### src/rtl/alu_arbiter.sv
// alu_arbiter: round-robin sharing of one external ALU32 among NREQ valid/ready requesters.
// Define ALU_ARB_FIXED_PRIO_EN for fixed lowest-index priority instead of round-robin.
module alu_arbiter #(
    parameter int NREQ = 4,
    parameter int IDW  = 3
) (
    input  logic              clk,
    input  logic              rst,
    input  logic [NREQ-1:0]   req_valid,
    output logic [NREQ-1:0]   req_ready,
    input  logic [32*NREQ-1:0] req_a,
    input  logic [32*NREQ-1:0] req_b,
    input  logic [3*NREQ-1:0] req_s,
    input  logic [NREQ-1:0]   req_cin,
    output logic [31:0]       alu_a,
    output logic [31:0]       alu_b,
    output logic [2:0]        alu_s,
    output logic              alu_cin,
    input  logic [31:0]       alu_f,
    input  logic              alu_cout,
    output logic              rsp_valid,
    input  logic              rsp_ready,
    output logic [IDW-1:0]    rsp_id,
    output logic [31:0]       rsp_f,
    output logic              rsp_cout
);
    typedef enum logic [1:0] {IDLE, EXEC, RESP} state_t;
    state_t state;
    logic [IDW-1:0] ptr, win;
    logic found;
    logic [31:0] sel_a, sel_b;
    logic [2:0] sel_s;
    logic sel_cin;

    // Indices above the pointer take precedence over those at or below it; the later pass overwrites.
    always_comb begin
        win = '0;
        found = 1'b0;
        for (int i = NREQ-1; i >= 0; i--)
            if (req_valid[i] && i <= int'(ptr)) begin win = IDW'(i); found = 1'b1; end
        for (int i = NREQ-1; i >= 0; i--)
            if (req_valid[i] && i > int'(ptr)) begin win = IDW'(i); found = 1'b1; end
    end

    always_comb begin
        sel_a = '0;
        sel_b = '0;
        sel_s = '0;
        sel_cin = 1'b0;
        for (int i = 0; i < NREQ; i++)
            if (win == IDW'(i)) begin
                sel_a = req_a[32*i +: 32];
                sel_b = req_b[32*i +: 32];
                sel_s = req_s[3*i +: 3];
                sel_cin = req_cin[i];
            end
    end

    assign req_ready = (state == IDLE && found) ? NREQ'(1) << win : '0;

`ifdef ALU_ARB_FIXED_PRIO_EN
    assign ptr = IDW'(NREQ-1);
`else
    always_ff @(posedge clk)
        ptr <= rst ? IDW'(NREQ-1) : (state == IDLE && found) ? win : ptr;
`endif

    always_ff @(posedge clk) begin
        if (rst) begin
            state <= IDLE;
            alu_a <= '0;
            alu_b <= '0;
            alu_s <= '0;
            alu_cin <= 1'b0;
            rsp_valid <= 1'b0;
            rsp_id <= '0;
            rsp_f <= '0;
            rsp_cout <= 1'b0;
        end else begin
            case (state)
                IDLE: if (found) begin
                    alu_a <= sel_a;
                    alu_b <= sel_b;
                    alu_s <= sel_s;
                    alu_cin <= sel_cin;
                    rsp_id <= win;
                    state <= EXEC;
                end
                EXEC: begin
                    rsp_f <= alu_f;
                    rsp_cout <= alu_cout;
                    rsp_valid <= 1'b1;
                    state <= RESP;
                end
                RESP: if (rsp_ready) begin
                    rsp_valid <= 1'b0;
                    state <= IDLE;
                end
                default: state <= IDLE;
            endcase
        end
    end
endmodule

### config.mk
export PLATFORM = sky130hd
export DESIGN_NAME = alu_arbiter
export DESIGN_NICKNAME = d
export VERILOG_FILES = /design/src/rtl/alu_arbiter.sv
export SDC_FILE = /design/constraint.sdc
export NUM_CORES = 1
export LEC_CHECK = 0
export CAP_MARGIN = 20
export CORE_AREA = 2 2 163 165
export CTS_CLUSTER_SIZE = 40
export DETAILED_ROUTE_END_ITERATION = 8
export DIE_AREA = 0 0 165 167
export GPL_TIMING_DRIVEN = 1
export PLACE_DENSITY = 0.62
export SETUP_SLACK_MARGIN = 0.5
export SLEW_MARGIN = 20
export SYNTH_ARGS = -nofsm -noshare
export SYNTH_HDL_FRONTEND = slang
export SYNTH_SLANG_ARGS = --single-unit
### constraint.sdc
create_clock -name clk -period 1.9 [get_ports clk]
set_input_delay 0.38 -clock clk [delete_from_list [all_inputs] [get_ports clk]]
set_output_delay 0.38 -clock clk [all_outputs]
set_load 0.01 [all_outputs]
; After elaboration in Yosys (flattened, before gate mapping)
; Cells that the tools add are included.
[totals]
regBits = 110
latch_bits = 0
ramBits = 0
rom_bits = 0
output_inout_bits = 109
elab_cells = 73
mem_count = 0
[classes]
add_sub_neg = 0
mul = 0
div = 0
order_cmp = 6
eq_ne = 7
n_shift = 1
mux = 36
n_bitwise = 0
reduce_logical = 13
[op_table]
columns = operator, count
row1 = $mux 32, 8
row2 = $mux 3, 9
row3 = $mux 1, 12
row4 = $mux 2, 4
row5 = $logic_and 1x1->1, 7
row6 = $eq 3x2->1 const B, 2
row7 = $gt 2x3->1 const A, 2
row8 = $le 2x3->1 const A, 2
row9 = $pmux 2 s3, 1
row10 = $reduce_and 2->1, 3
row11 = $mux 4, 1
row12 = $ne 2x2->1 const B, 2
row13 = $shl 1x3->4 const A, 1
row14 = $eq 3x1->1 const B, 1
row15 = $gt 1x3->1 const A, 1
row16 = $le 1x3->1 const A, 1
row17 = $logic_not 3->1, 1
row18 = $eq 2x1->1 const B, 1
row19 = $eq 2x2->1 const B, 1
row20 = $logic_not 2->1, 1
row21 = $pmux 1 s2, 1
row22 = $reduce_bool 2->1, 1

; Depth between registers and ports, before layout
; Gate-level depths: netlist of the first run.
[logic_depth]
ltp_word = 14
mapped_depth = 8
mapped_depth_nobuf = 5

; Least setup slack after synthesis of the first run
; Ideal clock, no wire load.
[synth_timing]
kind = input to output
from = input port req_valid[0]
to = output port req_ready[1]
arrival_time_ns = 1.497
slack_ns = 0.023
path_stages = 5
cell_sequence = buf_2 > nor2_1 > a211oi_2 > clkbuf_1 > and3_1
[synth_via]
elab_chain_len = 6
elab_cells_between_ends = 11
[synth_lines]
columns = element, line_no
row1 = start: declaration, 9  ; input logic [NREQ-1:0] req_valid,
row2 = $mux 3 or $mux 1 (tied branches), 40  ; if (req_valid[i] && i <= int'(ptr)) begin win = IDW'(i); found = 1'b1; end
row3 = $mux 3 or $mux 1 (tied branches) (3 in series), 42  ; if (req_valid[i] && i > int'(ptr)) begin win = IDW'(i); found = 1'b1; end
row4 = $shl 1x3->4 or $logic_and 1x1->1 (tied branches), 59  ; assign req_ready = (state == IDLE && found) ? NREQ'(1) << win : '0;
row5 = $mux 4 *, 59
row6 = end: declaration, 10  ; output logic [NREQ-1:0] req_ready,
; Every way passes the cells marked *; elsewhere a longest branch is shown, timed or not.

; Final worst setup path of the first run
[layout_timing]
from = register ptr[0]
to = output port req_ready[2]
[layout_via]
elab_chain_len = 11
elab_cells_between_ends = 29
[layout_lines]
columns = element, line_no
row1 = start: declaration, 29  ; logic [IDW-1:0] ptr, win;
row2 = start signal: assignment, 65  ; ptr <= rst ? IDW'(NREQ-1) : (state == IDLE && found) ? win : ptr;
row3 = $le 2x3->1, 40
row4 = $logic_and 1x1->1, 40
row5 = $mux 2 or $mux 1 (tied branches) (2 in series), 40
row6 = $mux 3 or $mux 1 (tied branches) (2 in series), 40
row7 = $mux 3 or $mux 1 (tied branches) (3 in series), 42
row8 = $shl 1x3->4 or $logic_and 1x1->1 (tied branches), 59
row9 = $mux 4 *, 59
; Marked as above.

==> flow_summary.toml, run 1 <==
[cells_and_area]
final_layout_size_suffix_gt1_share_pct = 19.6
post-route-cell-area_sq_um = 11700
area_delta_synth_final_pct = 111
fillers = 2514
layout.nets = 1439
insertedDiodeCount = 0

[critical_path]
critPathCaptureType = "primary output"
rr_worst_depth = 9
path_class = "reg -> out"
crit_chain = "nor2b_4, o221ai_2, or2_4, nor2_4, buf_6"
cp-start-kind = "flip-flop"
worstPathArrival_ns = 1.60
r2r_slack_ns = -0.05
reg2reg_to = "alu_a[15]"
cpPeakStageDelay_ns = 0.37
cpMaxStageDelayCell = "dfxtp_4"
reg2reg_from = "ptr[0]"
critPathMaxFanout = 5
cp_top_family = "simple AND/OR/NAND/NOR gates"
path_buf_inv = 1
cp.required_ns = 1.52

[route]
vias_per_cell = 4.96
wl_um = 28400
drc = 0
initialDrtViolationCount = 475
vias = 7271
wl_per_cell_um = 19.4
ant_nets = 0
drtPass1Iterations = 8

[synthesis]
ys_types = 37
yosysMostFrequentCell = "dfxtp_1"
ys_warn_count = 0
synthTopCellsByCount = "108 x dfxtp_1, 82 x nor2_1, 78 x a21oi_1"
netlist_instances = 681
synth_top_cell_by_area = "dfxtp_1"
synth_area_leaders = "dfxtp_1 39%, a211oi_1 9.5%, a21oi_1 7.1%"
synth_edf_count = 0
synth_flop_cell = "dfxtp_1"
yosysSeqAreaShare_pct = 39.1
syn_area_sq_um = 5540
synth_top_area_share_pct = 39.1
ys_ff_latch = 108
synthArstFlopShare_pct = 0
syn_avg_cell_area_sq_um = 8.13
synth_nets = 993

[placed_design]
dp_slack_ns = -0.944
dp_hpwl_um = 20300
globalplace.congestion = 0.823
io_buffers = 419
place_area_sq_um = 10600

[floorplanning]
num_rows = 59
die_h_um = 167
fp.coreArea_sq_um = 25800
die_area_sq_um = 27600
die_w_um = 165
initial_core_util_pct = 21.5
ioPinCount = 421

[clock_tree]
clkLatencyLatePin_ns = 0.37
cts.reportedPaths.clkPinSlew_ns = 0.08
cts_buffers = 9
cts_hold_buf = 0
cts_tree = "built"
cts_htree_levels = 3
cts_buffer_depth = 2
clockRootBuffer = "clkbuf_16"
cts_sinks = 108

[timing]
fin_crit_ns = 1.98
finalHoldViolCount = 0
finalSetupTns_ns = -0.442
finClkSkew_ns = 0.0120
setup_ws_ns = -0.0780
period_share_pct = 104
setup_violations = 14
fmax_mhz = 506
drv_slew = 0
rsz0062_at_grt = "yes"

[run_status]
violations = "negative setup slack"
status = "finished, violations left"

[hold_path]
hold_path_class = "in -> reg"
hold_path_depth = 2
hp-start = "rst"
hold_end = "alu_s[2]"

[power_and_ir_drop]
finalPower_mw = 8.49
p_leak_nw = 4.50
peakVddDrop_mv = 0.557
powerDensity_nw_per_um2 = 726

[global_routing]
grt_pass1_vias = 7406
grt_start_max_net_pins = 42
overflow = 0
grt_pass1_wl_um = 41000
grt_antenna_before_repair = 0
gr-usage-all-layers_pct = 19.0

[job]
maxCapViolations = 0
==> per-stage QoR <==
step | hold WS [ns] | cells | utilization, %
finish | 0.410 | 1467 | 45.4
global route | 0.416 | 1467 | 45.4
CTS | 0.398 | 1457 | 44.0
detailed placement | 0.446 | 1426 | 41.2
global placement | 0.441 | 1426 | 41.2
floorplan | 0.481 | 681 | -
==> area by class of cell <==
type	count	area [sq um]	area share, %
repair buffers	517	5300	45.3
multi-input cells	487	3490	29.9
flip-flops and latches	108	2170	18.6
well taps	335	419	3.58
clock buffers	9	225	1.93
clock inverters	7	71.3	0.610
inverters	4	15.0	0.128
==> cell usage in the layout, fill, tap and decap left out, types with 3 or more instances in the layout <==
master           instances
clkdlybuf4s50_1        306
a221oi_4                 5
dlygate4sd2_1           39
buf_6                   30
buf_8                    5
buf_2                    3
buf_12                  15
a211oi_2                13
a21oi_1                 75
o21ai_2                 16
a222oi_1                39
o21ai_1                 16
nor2_4                   4
buf_4                   44
clkbuf_2                11
clkdlybuf4s15_1         50
inv_1                    4
a221oi_2                16
buf_16                   5
clkbuf_16               12
nor2b_4                  4
a211oi_1                56
o31a_1                  29
a221oi_1                 8
and4_1                  28
nor2_1                  76
dfxtp_1                104
nand2_1                 69
clkdlybuf4s15_2          6
==> worst reg2reg max path, stage by stage (launching register included) <==
cell and delay [ns]:
dfxtp_4 0.37, nor2b_4 0.17, buf_4 0.14, buf_6 0.08
nand3b_1 0.14, nand2_2 0.09, buf_12 0.17, a222oi_1 0.44
buf_4 0.19, a211oi_1 0.06
==> logic make-up after synthesis <==
| kind of cell | after synthesis | synth area share (%) |
|---|---|---|
| flip-flops | 108 | 39.1 |
| AO/OA/AOI/OAI | 290 | 37.5 |
| buffers and inverters | 86 | 6.67 |
| other | 1 | 0.0677 |
| AND/OR/NAND/NOR | 196 | 16.7 |
==> metal layers <==
layer  up-vias  global-route usage, %  part of all wire [%]
li1       3511                      -                     -
met1      3377                   21.7                    39
met2       333                   34.3                    50
met3        50                   5.26                   8.4
met4         0                   5.33                   2.7
met5         -                      0                     0
==> registers in the layout, indices dropped and copies added (netlist names) <==
name,flops
alu_a,32
alu_b,32
alu_cin,1
alu_s,3
ptr,2
rsp_cout,1
rsp_f,32
rsp_id,2
rsp_valid,1
state,2
==> power by group <==
group / total (mW) / switching, mW / internal [mW]
clock: 1.96 / 1.03 / 0.928
sequential: 2.74 / 0.167 / 2.58
combinational: 3.79 / 1.75 / 2.04
total: 8.49 / 2.94 / 5.55
==> how the worst max path moves through the flow <==
stage / from / to / slack [ns] / cells after the start
after floorplan: ptr[0] / alu_a[15] / 0.23 / 8
after global placement: req_valid[1] / req_ready[3] / -0.92 / 6
after detailed placement: req_valid[1] / req_ready[3] / -0.94 / 6
after CTS: ptr[0] / req_ready[2] / -0.11 / 5
after global routing: ptr[0] / req_ready[2] / -0.15 / 5
final: ptr[0] / req_ready[2] / -0.08 / 5
==> what timing repair did <==
action | CTS | global route
pin swaps | 131 | 39
buffers inserted | 12 | 6
setup endpoints to repair | 181 | 150
resized for setup | 256 | 110
cloned | 3 | 4
Note: power is estimated with default switching activity, not from simulation.
==> inputs of run 2 (changes only) <==
- MAX_ROUTING_LAYER: not set -> met4
==> flow_summary.toml, run 2 (synthesis results as in run 1) <==
[cells_and_area]
mostFrequentLayoutCell = "clkdlybuf4s50_1"
top_regs = "alu_a (32), alu_b (32), rsp_f (32)"
area_delta_synth_final_pct = 111
layout_common_cells = "306 x clkdlybuf4s50_1, 104 x dfxtp_1, 76 x nor2_1, 75 x a21oi_1, 69 x nand2_1"
post-route-util_pct = 45.4
layout.nets = 1439
insertedDiodeCount = 0
final_layout_size_suffix_gt1_share_pct = 19.4

[timing]
period_share_pct = 104
finalSetupTns_ns = -0.452
setup_violations = 18
finClkSkew_ns = 0.0108
drv_slew = 0
fin_crit_ns = 1.98
setup_ws_ns = -0.0784
fmax_mhz = 505
rsz0062_at_grt = "yes"
finalHoldViolCount = 0
hold_ws_ns = 0.410

[critical_path]
cp.required_ns = 1.52
crit_chain = "nor2b_4, o221ai_2, or2_4, nor2_4, buf_6"
critPathCaptureType = "primary output"
cpPeakStageDelay_ns = 0.37
path_class = "reg -> out"
worstPathArrival_ns = 1.60
critPathMaxFanout = 5
r2r_slack_ns = -0.06
cpMaxStageDelayCell = "dfxtp_4"
cp-start-kind = "flip-flop"

[floorplanning]
die_area_sq_um = 27600
ioPinCount = 421
num_rows = 59
fp.coreArea_sq_um = 25800
initial_core_util_pct = 21.5
die_h_um = 167
die_w_um = 165

[route]
initialDrtViolationCount = 500
wl_per_cell_um = 19.4
ant_nets = 0
drc = 0
vias_per_cell = 5.00
wl_um = 28500
drtPass1Iterations = 8
vias = 7330

[power_and_ir_drop]
finalPower_mw = 8.49
internal-power_mw = 5.55
peakVddDrop_mv = 0.556
p_switching_mw = 2.94
p_leak_nw = 4.51
powerDensity_nw_per_um2 = 726
seqPwrFrac_pct = 32.3
netSwitchingFraction_pct = 34.7
comb_power_share_pct = 44.7
p_clk_share_pct = 23.0

[global_routing]
grt_start_max_net_pins = 42
grt_pass1_vias = 7447
grt_antenna_before_repair = 0
overflow = 0
gr-usage-all-layers_pct = 19.6
grt_pass1_wl_um = 41000

[job]
maxCapViolations = 0

[clock_tree]
clkLatencyLatePin_ns = 0.36
cts_tree = "built"
cts_sinks = 108
cts_htree_levels = 3
cts_buffers = 9
cts_buffer_depth = 2
cts.reportedPaths.clkPinSlew_ns = 0.08
clockRootBuffer = "clkbuf_16"
cts_hold_buf = 0

[placed_design]
globalplace.congestion = 0.835
dp_hpwl_um = 20300
io_buffers = 419

[hold_path]
hold_path_class = "in -> reg"

[run_status]
violations = "negative setup slack"
status = "finished, violations left"
==> run 2: cell types whose count changed in the layout (fill, tap and decap cells not counted), sizes merged <==
cell,delta
clkbuf,-2
clkdlybuf4s15,-3
dlygate4sd2,+5
==> run 2: timing repair <==
item / CTS / global route
pin swaps: 131 / 39
setup buffers: 12 / 6
gates cloned: 3 / 4
gates resized for setup: 256 / 103
hold endpoints to repair: 0 / 0
setup endpoints to repair: 181 / 147
==> run 2: path summary, 6_finish.rpt <==
kind / from / endpoint / cells past startpoint
hold / removal: rst / alu_s[2] / 2
setup reg to reg: ptr[0] / alu_a[15] / 9
setup / recovery: ptr[0] / req_ready[2] / 5
hold reg to reg: rsp_f[14] / rsp_f[14] / 2
==> run 2: metal layers <==
metal	part of all wire (%)	wire length (um)	GRT usage [%]	vias to the layer above
li1	-	-	-	3510
met1	40	11400	22.3	3434
met2	50	14300	34.3	334
met3	7.2	2060	4.18	52
met4	2.7	776	5.67	0
met5	0	0	-	-
==> run 2: layout make-up <==
type                    count  area, sq um
clock inverters             7         71.3
multi-input cells         487         3490
clock buffers               9          225
inverters                   4         15.0
fillers                  2515        14100
repair buffers            517         5300
flip-flops and latches    108         2170
well taps                 335          419
==> run 2: power by group through the flow <==
stage / Sequential [mW] / Combinational (mW) / Clock (mW)
finish: 2.74 / 3.79 / 1.96
global route: 2.78 / 4.08 / 2.13
CTS: 2.73 / 3.56 / 2.06
detailed placement: 2.79 / 3.40 / 0
global placement: 2.78 / 3.38 / 0
floorplan: 2.92 / 1.34 / 0
==> run 2: through the flow <==
step | std cells | setup WS [ns] | cell area, sq um
CTS | 1457 | -0.106 | 11300
floorplan | 681 | 0.235 | 5710
global placement | 1426 | -0.924 | 10600
finish | 1467 | -0.0784 | 11700
global route | 1467 | -0.144 | 11700
detailed placement | 1426 | -0.944 | 10600
==> run 2: critical path: cells and delay by family, from the launching register on <==
family | cells | cell delay (ns)
buf+inv | 1 | 0.13
flops | 1 | 0.37
compound gates | 1 | 0.12
simple gates | 3 | 0.62
